**src/rtl/pipe_stage_bank.sv**
```systemverilog
// Parametrised inter-stage pipeline register bank with a valid/ready handshake,
// synchronous flush, optional 2-entry skid buffer and saturating stall/flush counters.
module pipe_stage_bank #(
  parameter int unsigned CTRL_W  = 10,
  parameter int unsigned DATA_W  = 32,
  parameter int unsigned N_DATA  = 4,
  parameter int unsigned ADDR_W  = 5,
  parameter int unsigned N_ADDR  = 3,
  parameter int unsigned SKID_EN = 1,
  parameter int unsigned CNT_W   = 16
) (
  input  logic                     clk,
  input  logic                     rst,
  input  logic                     flush,
  input  logic                     in_valid,
  output logic                     in_ready,
  input  logic [CTRL_W-1:0]        in_ctrl,
  input  logic [N_DATA*DATA_W-1:0] in_data,
  input  logic [N_ADDR*ADDR_W-1:0] in_addr,
  output logic                     out_valid,
  input  logic                     out_ready,
  output logic [CTRL_W-1:0]        out_ctrl,
  output logic [N_DATA*DATA_W-1:0] out_data,
  output logic [N_ADDR*ADDR_W-1:0] out_addr,
  output logic [CNT_W-1:0]         stall_cnt,
  output logic [CNT_W-1:0]         flush_cnt
);

  localparam int unsigned EntryW = CTRL_W + N_DATA * DATA_W + N_ADDR * ADDR_W;

  logic [EntryW-1:0] in_entry;
  logic [EntryW-1:0] main_q, main_d;
  logic              main_vld_q, main_vld_d;
  logic              held_any;
  logic              in_fire, out_fire;

  assign in_entry = {in_ctrl, in_data, in_addr};
  assign in_fire  = in_valid & in_ready;
  assign out_fire = main_vld_q & out_ready;

  assign out_valid = main_vld_q;
  assign {out_ctrl, out_data, out_addr} = main_vld_q ? main_q : '0;

  if (SKID_EN != 0) begin : gen_skid
    logic [EntryW-1:0] skid_q, skid_d;
    logic              skid_vld_q, skid_vld_d;

    // Skid only fills while main is full, so in_ready can be a plain flop output.
    assign in_ready = ~skid_vld_q;
    assign held_any = main_vld_q | skid_vld_q;

    always_comb begin
      main_vld_d = main_vld_q;
      main_d     = main_q;
      skid_vld_d = skid_vld_q;
      skid_d     = skid_q;
      if (flush) begin
        main_vld_d = 1'b0;
        main_d     = '0;
        skid_vld_d = 1'b0;
        skid_d     = '0;
      end else if (!main_vld_q || out_fire) begin
        if (skid_vld_q) begin
          main_vld_d = 1'b1;
          main_d     = skid_q;
          skid_vld_d = in_fire;
          skid_d     = in_fire ? in_entry : '0;
        end else begin
          main_vld_d = in_fire;
          main_d     = in_fire ? in_entry : '0;
        end
      end else if (in_fire) begin
        skid_vld_d = 1'b1;
        skid_d     = in_entry;
      end
    end

    always_ff @(posedge clk or negedge rst) begin
      if (!rst) begin
        skid_vld_q <= 1'b0;
        skid_q     <= '0;
      end else begin
        skid_vld_q <= skid_vld_d;
        skid_q     <= skid_d;
      end
    end
  end else begin : gen_no_skid
    assign in_ready = ~main_vld_q | out_ready;
    assign held_any = main_vld_q;

    always_comb begin
      main_vld_d = main_vld_q;
      main_d     = main_q;
      if (flush) begin
        main_vld_d = 1'b0;
        main_d     = '0;
      end else if (in_ready) begin
        main_vld_d = in_fire;
        main_d     = in_fire ? in_entry : '0;
      end
    end
  end

  always_ff @(posedge clk or negedge rst) begin
    if (!rst) begin
      main_vld_q <= 1'b0;
      main_q     <= '0;
    end else begin
      main_vld_q <= main_vld_d;
      main_q     <= main_d;
    end
  end

  logic [CNT_W-1:0] stall_q, stall_d;
  logic [CNT_W-1:0] flush_q, flush_d;

  always_comb begin
    stall_d = stall_q;
    flush_d = flush_q;
    if (main_vld_q && !out_ready && (stall_q != {CNT_W{1'b1}})) begin
      stall_d = stall_q + CNT_W'(1);
    end
    if (flush && held_any && (flush_q != {CNT_W{1'b1}})) begin
      flush_d = flush_q + CNT_W'(1);
    end
  end

  always_ff @(posedge clk or negedge rst) begin
    if (!rst) begin
      stall_q <= '0;
      flush_q <= '0;
    end else begin
      stall_q <= stall_d;
      flush_q <= flush_d;
    end
  end

  assign stall_cnt = stall_q;
  assign flush_cnt = flush_q;

endmodule

```
**config.mk**
```make
export PLATFORM = sky130hd
export DESIGN_NAME = pipe_stage_bank
export DESIGN_NICKNAME = d
export VERILOG_FILES = /design/src/rtl/pipe_stage_bank.sv
export SDC_FILE = /design/constraint.sdc
export NUM_CORES = 1
export LEC_CHECK = 0
export ABC_AREA = 1
export CAP_MARGIN = 20
export CORE_MARGIN = 3
export CORE_UTILIZATION = 45
export DETAILED_ROUTE_END_ITERATION = 16
export PLACE_DENSITY_LB_ADDON = 0.15
export SETUP_SLACK_MARGIN = 0.15
export SYNTH_ARGS = -nofsm -noshare
export SYNTH_HDL_FRONTEND = slang
export SYNTH_SLANG_ARGS = --single-unit
```
**constraint.sdc**
```tcl
create_clock -name clk -period 2.5 [get_ports clk]
set_clock_uncertainty 0.2 [all_clocks]
set_input_delay 0.5 -clock clk [delete_from_list [all_inputs] [get_ports clk]]
set_output_delay 0.5 -clock clk [all_outputs]
set_load 0.01 [all_outputs]
```
# [Word-level counts from Yosys, hierarchy flattened]
# Cells that the tools add are included.
[word_totals] output_inout_bits=187 wordCells=41 in_bits=158 ff_bits=340
[op_classes] addsub=2 n_bitwise=4 n_reduce_logical=10 n_mux=16 eq_ne=3
[ops] operator="$mux 153" count=9
[ops] operator="$add 16x1->16 const B" count=2
[ops] operator="$ne 16x16->1 const B" count=2
[ops] operator="$mux 1" count=7
[ops] operator="$logic_and 1x1->1" count=4
[ops] operator="$ne 3x3->1 const B" count=1
[ops] operator="$reduce_bool 3->1" count=1
[ops] operator="$and 1x1->1" count=2
[ops] operator="$logic_not 1->1" count=2
[ops] operator="$reduce_and 2->1" count=1
[ops] operator="$reduce_bool 2->1" count=1
[ops] operator="$logic_or 1x1->1" count=1
[ops] operator="$not 1->1" count=1
[ops] operator="$or 1x1->1" count=1

# [Logic depth before layout (Yosys ltp)]
# Gate-level depths: netlist of the first run.
[depth] depth_word=6 ltp_mapped=10 mapped_depth_nobuf=9

# [Worst setup path after synthesis of the first run]
# Ideal clock, no wire load.
[synth_path] kind="reg-to-output" from="register main_vld_q, in the netlist out_valid" to="output out_ctrl[0]" path_stages_with_launch=6 path_buffers=3 t_arrival_ps=1303 required_ps=1800 path_slack_ps=497 path_cell_list="dfrtp_1 buf_2 clkbuf_1 clkbuf_1 nand2_1 inv_1"
[synth_via] elab_chain_len=1
[synth_lines] element="start, declared" line="33" text="logic main_vld_q, main_vld_d;"
[synth_lines] element="start signal, assigned" line="109" text="main_vld_q <= main_vld_d;"
[synth_lines] element="$mux 153" line="42" text="assign {out_ctrl, out_data, out_addr} = main_vld_q ? main_q : '0;"
[synth_lines] element="end, declared" line="22" text="output logic [CTRL_W-1:0] out_ctrl,"
# Every way passes these cells.

# [Worst setup path in the final report of the first run]
[layout_path] from="register main_vld_q, in the netlist out_valid" to="output out_data[68]"
[layout_via] elab_chain_len=1
[layout_lines] element="$mux 153" line="42"
[layout_lines] element="end, declared" line="23" text="output logic [N_DATA*DATA_W-1:0] out_data,"
# Every way passes these cells.

==> flow_metrics.py, run 1 <==
metrics = {
    "die": {
        "die_h_um": 196,
        "die_x_um": 196,
        "ios": 345,
        "rows": 68,
        "initial_core_util_pct": 46.3,
        "die_area_sq_mm": 0.0384,
        "core_sq_mm": 0.0351,
    },
    "critical_path": {
        "crit_type": "reg2out",
        "start_kind": "flip-flop",
        "worstPathRequired_ns": 1.80,
        "path_max_fanout": 6,
        "cp.arrival_ns": 1.72,
        "ff2ff_path_depth": 10,
        "crit_path_end_kind": "primary output",
    },
    "logic_synthesis": {
        "synth_top_area_share_pct": 52.4,
        "yosysSeqAreaShare_pct": 52.4,
        "ys_top_cells_by_area": "dfrtp_1, nand2_1, nand3_1",
        "synth_cell_type_count": 24,
        "syn_inst": 2040,
        "syn_nets": 2200,
        "yosysWarnings": 0,
        "synth-seq-cells": 340,
        "synth_area_per_cell_sq_um": 7.95,
        "syn-cell-area_sq_mm": 0.0162,
        "synth_area_leader_cell": "dfrtp_1",
    },
    "grt": {
        "grt_pass1_vias": 15567,
        "antenna_found_initial": 3,
        "grt_pass1_wl_um": 82500,
        "grt_max_degree": 106,
        "track_usage_pct": 26.0,
        "grt-ovfl-total": 0,
    },
    "timing": {
        "grt_setup_unrepaired": "true",
        "slew_headroom_pct": 51.8,
        "holdWs_ns": 0.274,
        "slew_violations": 0,
        "setup_tns_ns": 0,
        "timing.fmax_mhz": 414,
        "worst_pin_slew_ns": 0.723,
        "period_share_pct": 96.7,
        "min_period_ns": 2.42,
        "hold_viol": 0,
        "setup_viol": 0,
    },
    "clock_network": {
        "cts_tree": "done",
        "clk_pin_slew_ns": 0.05,
        "cts.path.max_buffers": 3,
        "insertion_delay_ns": 0.52,
        "cts_made_buffers": 39,
        "cts_root_buf": "clkbuf_16",
        "h-tree-depth": 2,
        "cts.sinks": 340,
    },
    "status": {
        "outcome": "finished clean",
    },
    "routing": {
        "first_pass_iters": 5,
        "vias": 15418,
        "avgViaCountPerCell": 5.45,
        "ant_nets": 0,
        "drt_first_iter_violations": 1084,
        "wl_um": 51100,
        "routedWlPerCell_um": 18.1,
        "drc_errors": 0,
    },
    "placement": {
        "io_buffers": 344,
        "place.gp.congestion": 0.814,
        "hpwl_um": 30600,
    },
    "run": {
        "max-cap-violations": 0,
    },
    "final_layout": {
        "seqCellArea_sq_mm": 0.00852,
        "final_common_cell": "nand2_1",
        "multi_input_area_sq_mm": 0.00676,
        "mostFrequentLayoutCells": "nand2_1, dfrtp_1, nand3_1, clkdlybuf4s50_1, a21oi_1",
        "layout.nets": 2505,
        "utilization_pct": 62.5,
        "fillers": 3055,
        "drive_gt1_share_pct": 16.6,
        "area_delta_synth_final_pct": 35.1,
    },
    "min_path": {
        "min_path_type": "reg2reg",
        "holdPathStages": 1,
    },
    "power": {
        "power_density_mw_per_mm2": 621,
        "ir_worst_vdd_mv": 0.663,
        "leakagePower_nw": 12.1,
    },
}
-- cells in the mapped netlist, drive strengths merged --
cell and n:
a21o 82, a21oi 153, buf 50, clkbuf 95, dfrtp 340, ha 2
inv 188, nand2 615, nand3 209, nand3b 2, nand4 11, nor2 111
nor3 3, o21ai 97, o31ai 71, xnor2 7, xor2 4
-- worst max-delay path: stages (launching register included) --
cell       delay [ns]
dfrtp_4          0.51
buf_12           0.17
buf_12           0.15
clkbuf_16        0.17
nand2_2          0.06
inv_2            0.04
buf_6            0.11
-- report_power, final --
| group | switching [W] | internal [W] | leakage (nW) |
|---|---|---|---|
| clock network | 0.00224 | 0.00333 | 0.590 |
| registers | 0.000260 | 0.00577 | 4.63 |
| logic | 0.00111 | 0.000909 | 6.90 |
-- kinds of logic after synthesis --
logic type | share of synthesized area, %
and+or+nand+nor | 24.0
AOI/OAI and AO/OA | 14.8
DFF | 52.4
buffers and inverters | 8.00
xor gates and xnor gates | 0.594
adders and majority gates | 0.154
-- registers in the layout (all words and copies together) (netlist names) --
name and cells:
flush_cnt 16, gen_skid.skid_q 153, stall_cnt 16, main_q 153
out_valid 1, gen_skid.skid_vld_q 1
-- layout make-up --
type                    count  area share (%)
diodes                      2          0.0228
clock buffers              53            4.92
clock inverters            13           0.713
inverters                 188            3.23
multi-input cells        1367            30.8
flip-flops and latches    340            38.9
well taps                 455            2.60
repair buffers            409            18.8
-- final timing paths --
path,start,end,slack [ns]
hold / removal,main_q[101]$_DFFE_PN0P_,main_q[101]$_DFFE_PN0P_,0.27
min in group asynchronous,rst,flush_cnt[6]$_DFFE_PN0P_,0.33
max in group asynchronous,rst,main_q[37]$_DFFE_PN0P_,0.94
hold reg to reg,main_q[101]$_DFFE_PN0P_,main_q[101]$_DFFE_PN0P_,0.27
setup / recovery,out_valid$_DFFE_PN0P_,out_data[68],0.08
setup reg to reg,out_valid$_DFFE_PN0P_,gen_skid.skid_q[77]$_DFFE_PN0P_,0.24
-- what timing repair did --
| action | 4_1_cts | 5_1_grt |
|---|---|---|
| pin swaps | 0 | 0 |
| gates resized for setup | 669 | 121 |
| endpoints found under the setup margin | 155 | 294 |
| setup buffers | 8 | 0 |
| hold buffers | 1 | 0 |
| hold endpoints to repair | 49 | 0 |
| cloned | 8 | 5 |
-- per-stage QoR --
stage | cell area, sq um | instances | worst slack, ns | total power [W]
floorplan | 16200 | 2040 | 0.497 | 0.00687
global placement | 20300 | 2737 | 0.0697 | 0.00793
detailed placement | 20300 | 2737 | 0.0449 | 0.00796
CTS | 21600 | 2820 | 0.0634 | 0.0137
global route | 21900 | 2826 | 0.0265 | 0.0142
finish | 21900 | 2827 | 0.0836 | 0.0136
-- metal layers --
metal	wire [um]	vias to the layer above	GRT usage, %
li1	-	7207	-
met1	21600	7463	35.3
met2	23900	630	41.7
met3	3890	114	4.62
met4	1780	4	10.1
met5	31	-	0
Note: power is estimated with default switching activity, not from simulation.
==> run 2: changes to the inputs <==
--- a/config.mk
+++ b/config.mk
@@ -6,6 +6,7 @@
 export NUM_CORES = 1
 export LEC_CHECK = 0
 export ABC_AREA = 1
+export ABC_CLOCK_PERIOD_IN_PS = 2500
 export CAP_MARGIN = 20
 export CORE_MARGIN = 3
 export CORE_UTILIZATION = 45
==> results of run 2 <==
The final DEF is identical to that of run 1; final timing and power are the same.
==> RTL change 1, RTL diff (config.mk and constraints of run 2) <==
`N_ADDR`: 3 -> 2.
--- a/src/rtl/pipe_stage_bank.sv
+++ b/src/rtl/pipe_stage_bank.sv
@@ -5,7 +5,7 @@
   parameter int unsigned DATA_W  = 32,
   parameter int unsigned N_DATA  = 4,
   parameter int unsigned ADDR_W  = 5,
-  parameter int unsigned N_ADDR  = 3,
+  parameter int unsigned N_ADDR  = 2,
   parameter int unsigned SKID_EN = 1,
   parameter int unsigned CNT_W   = 16
 ) (
Interface: changed (resized in_addr and out_addr); port bits go from 345 to 335. The function was not compared with the original's and may differ.
==> RTL change 1 against run 2 <==
The run now ends with negative setup slack left. Via count shrank 1.7%. Cell count fell by 1.7%. Final area rose by 4.4%. Setup slack got worse by 0.093 ns. Power up 1.8%. Sequential cell count decreased by 10. Wire length up 0.36%. Synthesized area decreased by 1.8%. Largest cell class unchanged. Highest routed layer unchanged.
==> RTL change 1: results (changes against run 2) <==
synthTopCellsByArea: "dfrtp_1 52%, nand2_1 14%, nand3_1 6.4%"  # unchanged
syn_nets: 2128  # was 2200
maxSlewHeadroom_pct: 45.7  # was 51.8%
layout-drive-gt1-share_pct: 24.8  # was 16.6%
violations: "negative setup slack"
n_fill_cell: 2865  # was 3055
timing.rr.end: "gen_skid.skid_q[0]$_DFFE_PN0P_"  # was gen_skid.skid_q[77]$_DFFE_PN0P_
hpwl_um: 30100  # was 30600 µm
vias: 15200  # was 15400
synth_seq_area_share_pct: 51.9  # was 52.4%
grt_usage_pct: 26.8  # was 26.0%
cts.clk_slew.worst_paths_ns: 0.06
status: "complete, but fails checks"  # was complete, no violations
placed_cell_area_um2: 19700  # was 20300 µm²
fin_ws_ns: -0.00967  # was 0.0836 ns
crit_end: "out_addr[8]"  # was out_data[68]
cp_max_fo: 6  # unchanged
gp_congestion: 0.837  # was 0.814
grt_max_degree: 99  # was 106
setup_viol: 1  # was 0
arrival_ns: 1.81  # was 1.72 ns
setup_tns_ns: -0.00967  # was 0 ns
place.port_buffers: 334  # was 344
synth_common_cells: "590 x nand2_1, 330 x dfrtp_1, 204 x nand3_1"  # was 614 x nand2_1, 340 x dfrtp_1, 209 x nand3_1
synth_compound_area_share_pct: 14.8  # about the same
syn_area_per_cell_um2: 8.07  # was 7.95 µm²
first_iter_violations: 1083  # was 1084
via_per_inst: 5.46  # was 5.45
reg_top3: "gen_skid.skid_q: 148 flops, main_q: 148 flops"  # was gen_skid.skid_q: 153 flops, main_q: 153 flops
wl_met1_um: 21600  # about the same
layout.nets: 2449  # was 2505
wl_met2_um: 24400  # was 23900 µm
peakVddDrop_mv: 0.558  # was 0.663 mV
yosys.area_share.adder_pct: 0.157  # was 0.154%
wl_met3_um: 3710  # was 3890 µm
grt_pass1_wl_um: 83300  # was 82500 µm
==> RTL change 1: tightest hold or removal path, cell delays in order, from the launching register on <==
cell and delay [ns]:
dfrtp_1 0.34, nand2_1 0.05, o31ai_1 0.06
==> RTL change 1: through the flow <==
step / hold slack (ns) / utilization (%) / power, mW / setup WS [ns]
after global routing: 0.301 / 65.9 / 14.4 / -0.0496
after CTS: 0.279 / 63.2 / 13.8 / -0.0275
final: 0.283 / 65.9 / 13.9 / -0.00967
after floorplan: 0.00441 / - / 6.70 / 0.551
after detailed placement: 0.266 / 56.8 / 7.70 / 0.194
after global placement: 0.260 / 56.8 / 7.68 / 0.239
==> RTL change 1: area by class of cell <==
| type | count | area (µm²) | area share [%] |
|---|---|---|---|
| diodes | 1 | 2.50 | 0.0109 |
| clock buffers | 56 | 1160 | 5.08 |
| clock inverters | 13 | 146 | 0.640 |
| inverters | 180 | 714 | 3.12 |
| multi-input cells | 1321 | 7170 | 31.3 |
| flip-flops and latches | 330 | 8270 | 36.1 |
| well taps | 455 | 569 | 2.49 |
| repair buffers | 422 | 4850 | 21.2 |
==> RTL change 1: worst min path at each step <==
stage | startpoint | to | cells after the start
after detailed placement | main_q[60]$_DFFE_PN0P_ | main_q[60]$_DFFE_PN0P_ | 1
after global routing | main_q[87]$_DFFE_PN0P_ | main_q[87]$_DFFE_PN0P_ | 1
after floorplan | rst | flush_cnt[0]$_DFFE_PN0P_ | 0
final | main_q[136]$_DFFE_PN0P_ | main_q[136]$_DFFE_PN0P_ | 2
after CTS | main_q[26]$_DFFE_PN0P_ | main_q[26]$_DFFE_PN0P_ | 1
after global placement | main_q[3]$_DFFE_PN0P_ | main_q[3]$_DFFE_PN0P_ | 1
==> RTL change 1: cells by family after synthesis <==
logic type | count (synthesis)
and+or+nand+nor | 910
xor gates and xnor gates | 13
buffers and inverters | 322
DFF | 330
AOI/OAI and AO/OA | 396
adders and majority gates | 2
==> RTL change 1: routing by layer <==
| layer | GRT usage, % | vias up |
|---|---|---|
| li1 | - | 7031 |
| met1 | 36.2 | 7353 |
| met2 | 43.9 | 646 |
| met3 | 4.92 | 123 |
| met4 | 9.04 | 8 |
| met5 | 0 | - |
==> RTL change 1: repair_timing <==
item | CTS | global route
buffers inserted | 24 | 3
gates cloned | 16 | 1
pin swaps | 0 | 4
hold endpoints to repair | 46 | 0
hold buffers | 1 | 0
resized for setup | 853 | 278
setup endpoints to repair | 150 | 137
==> RTL change 1: report_power, final <==
group	leakage, nW	internal [mW]	switching [mW]
sequential	4.50	5.60	0.280
combinational	7.62	1.04	1.18
clock	0.649	3.54	2.23
==> RTL change 2, RTL diff (config.mk and constraints of run 2) <==
Without the edit above. Put one more register stage on the output `stall_cnt`, with the module's reset. The value now appears one clock later. The other outputs are not delayed to match.
--- a/src/rtl/pipe_stage_bank.sv
+++ b/src/rtl/pipe_stage_bank.sv
@@ -135,7 +135,13 @@
     end
   end
 
-  assign stall_cnt = stall_q;
+  always_ff @(posedge clk or negedge rst) begin
+    if (!rst) begin
+      stall_cnt <= '0;
+    end else begin
+      stall_cnt <= stall_q;
+    end
+  end
   assign flush_cnt = flush_q;
 
 endmodule
Check against the original RTL: not equivalent (Yosys sat finds a counterexample within 4 cycles, from zero or initial values and one cycle with rst low).
==> RTL change 2 against run 2 <==
Maximum frequency is 0.99% lower. Sequential cell count is 16 higher. Synthesized area is 2.2% higher. Wire length is 6.1% higher. Setup slack worse by 0.024 ns. Via count is 2.1% higher. Cell count is 1.6% higher. Synthesized cell count is 0.20% higher. Power is 3.0% higher. Final area is 5.3% higher. Clock power is 0.7% lower. Largest power group unchanged.
==> RTL change 2: results (changes against run 2) <==
synth_seq_area_share_pct: 53.7  # was 52.4%
max-clock-path-buffers: 3  # unchanged
grt_max_degree: 83  # was 106
timing.rr.end: "main_q[147]$_DFFE_PN0P_"  # was gen_skid.skid_q[77]$_DFFE_PN0P_
cts_root_buf: "clkbuf_16"  # unchanged
cts.htree.levels: 2  # unchanged
layout-drive-gt1-share_pct: 20.1  # was 16.6%
drt-total-wl_um: 54200  # was 51100 µm
arrival_ns: 1.74  # was 1.72 ns
wl_met3_um: 3980  # was 3890 µm
gp_congestion: 0.867  # was 0.814
wl_met1_um: 22800  # was 21600 µm
min_period_ns: 2.44  # was 2.42 ns
preCtsSetupSlack_ns: 0.199  # was 0.0449 ns
peakVddDrop_mv: 0.478  # was 0.663 mV
cp_max_fo: 5  # was 6
worstSkewPairLatency_ns: 0.52  # about the same
via_per_inst: 5.48  # was 5.45
rr_worst_depth: 9  # was 10
post_cts_buffers: 11  # was 8
hold_start: "stall_q[14]$_DFFE_PN0P_"  # was main_q[101]$_DFFE_PN0P_
hpwl_um: 32600  # was 30600 µm
hold_depth: 0  # was 1
leakage_nw: 12.9  # was 12.1 nW
tightest_slew_ns: 0.851  # was 0.723 ns
grt_pass1_vias: 15500  # was 15600
antenna_found_initial: 5  # was 3
synth_common_cells: "614 x nand2_1, 356 x dfrtp_1, 198 x nand3_1"  # was 614 x nand2_1, 340 x dfrtp_1, 209 x nand3_1
layout.nets: 2544  # was 2505
grt_usage_pct: 26.3  # was 26.0%
synthTopCellsByArea: "dfrtp_1 54%, nand2_1 14%, nand3_1 6.0%"  # was dfrtp_1 52%, nand2_1 14%, nand3_1 6.4%
route.detailed.drc: 0  # unchanged
r2r_slack_ns: 0.17  # was 0.24 ns
synth_cell_types: 26  # was 24
drtPass1Iterations: 6  # was 5
first_iter_violations: 1306  # was 1084
min_to: "stall_cnt[14]$_DFF_PN0_"  # was main_q[101]$_DFFE_PN0P_
crit_end: "out_data[9]"  # was out_data[68]
cts_resized: 716  # was 669
wl_met2_um: 25900  # was 23900 µm
syn_nets: 2204  # was 2200
grt_pass1_wl_um: 83200  # was 82500 µm
status: "complete, no violations"  # unchanged
RTL change 2: changes by cell type in the layout (fill, tap and decap cells not counted), sizes merged, moves of 3 or more:
cell,run 2,this run
buf,191,240
o21ai,97,109
nor2,111,99
o31ai,71,61
clkinvlp,5,1
dfrtp,340,356
clkdlybuf4s15,11,6
clkbuf,69,66
xnor2,7,11
nand3,209,198
xor2,4,1
a21o,82,92
clkinv,4,7
RTL change 2: kinds of logic (layout without fill, tap and decap cells):
family | Yosys count | in the layout | synth area share [%]
xor+xnor | 12 | 12 | 0.634
other cells | 0 | 2 | 0
simple gates | 927 | 927 | 22.8
fa+ha+maj | 2 | 2 | 0.151
buf+inv | 332 | 698 | 7.84
compound gates | 415 | 415 | 14.9
flops | 356 | 356 | 53.7
RTL change 2: metal layers:
metal / vias to the layer above / global-route usage (%)
met1: 7730 / 36.5
met4: 6 / 8.10
met5: - / 0
li1: 7283 / -
met2: 629 / 42.6
met3: 99 / 4.34
RTL change 2: metrics by stage:
| stage | instances | cell area, µm² | hold slack (ns) |
|---|---|---|---|
| after floorplan | 2044 | 16600 | 0.00441 |
| after global placement | 2764 | 20800 | 0.220 |
| after detailed placement | 2764 | 20800 | 0.232 |
| after CTS | 2857 | 22200 | 0.244 |
| after global routing | 2873 | 23100 | 0.253 |
| final | 2873 | 23100 | 0.243 |
RTL change 2: layout make-up:
class / instances / area [µm²]
Antenna cell: 2 / 5.00
Clock buffer: 58 / 1140
Clock inverter: 9 / 72.6
Fill cell: 2986 / 12800
Inverter: 188 / 721
Multi-Input combinational cell: 1356 / 6960
Sequential cell: 356 / 8920
Tap cell: 461 / 577
Timing Repair Buffer: 443 / 4700
RTL change 2: report_power, final:
group / switching (mW) / internal, mW
registers: 0.263 / 6.06
clock network: 2.28 / 3.25
logic: 1.18 / 1.01
total: 3.72 / 10.3
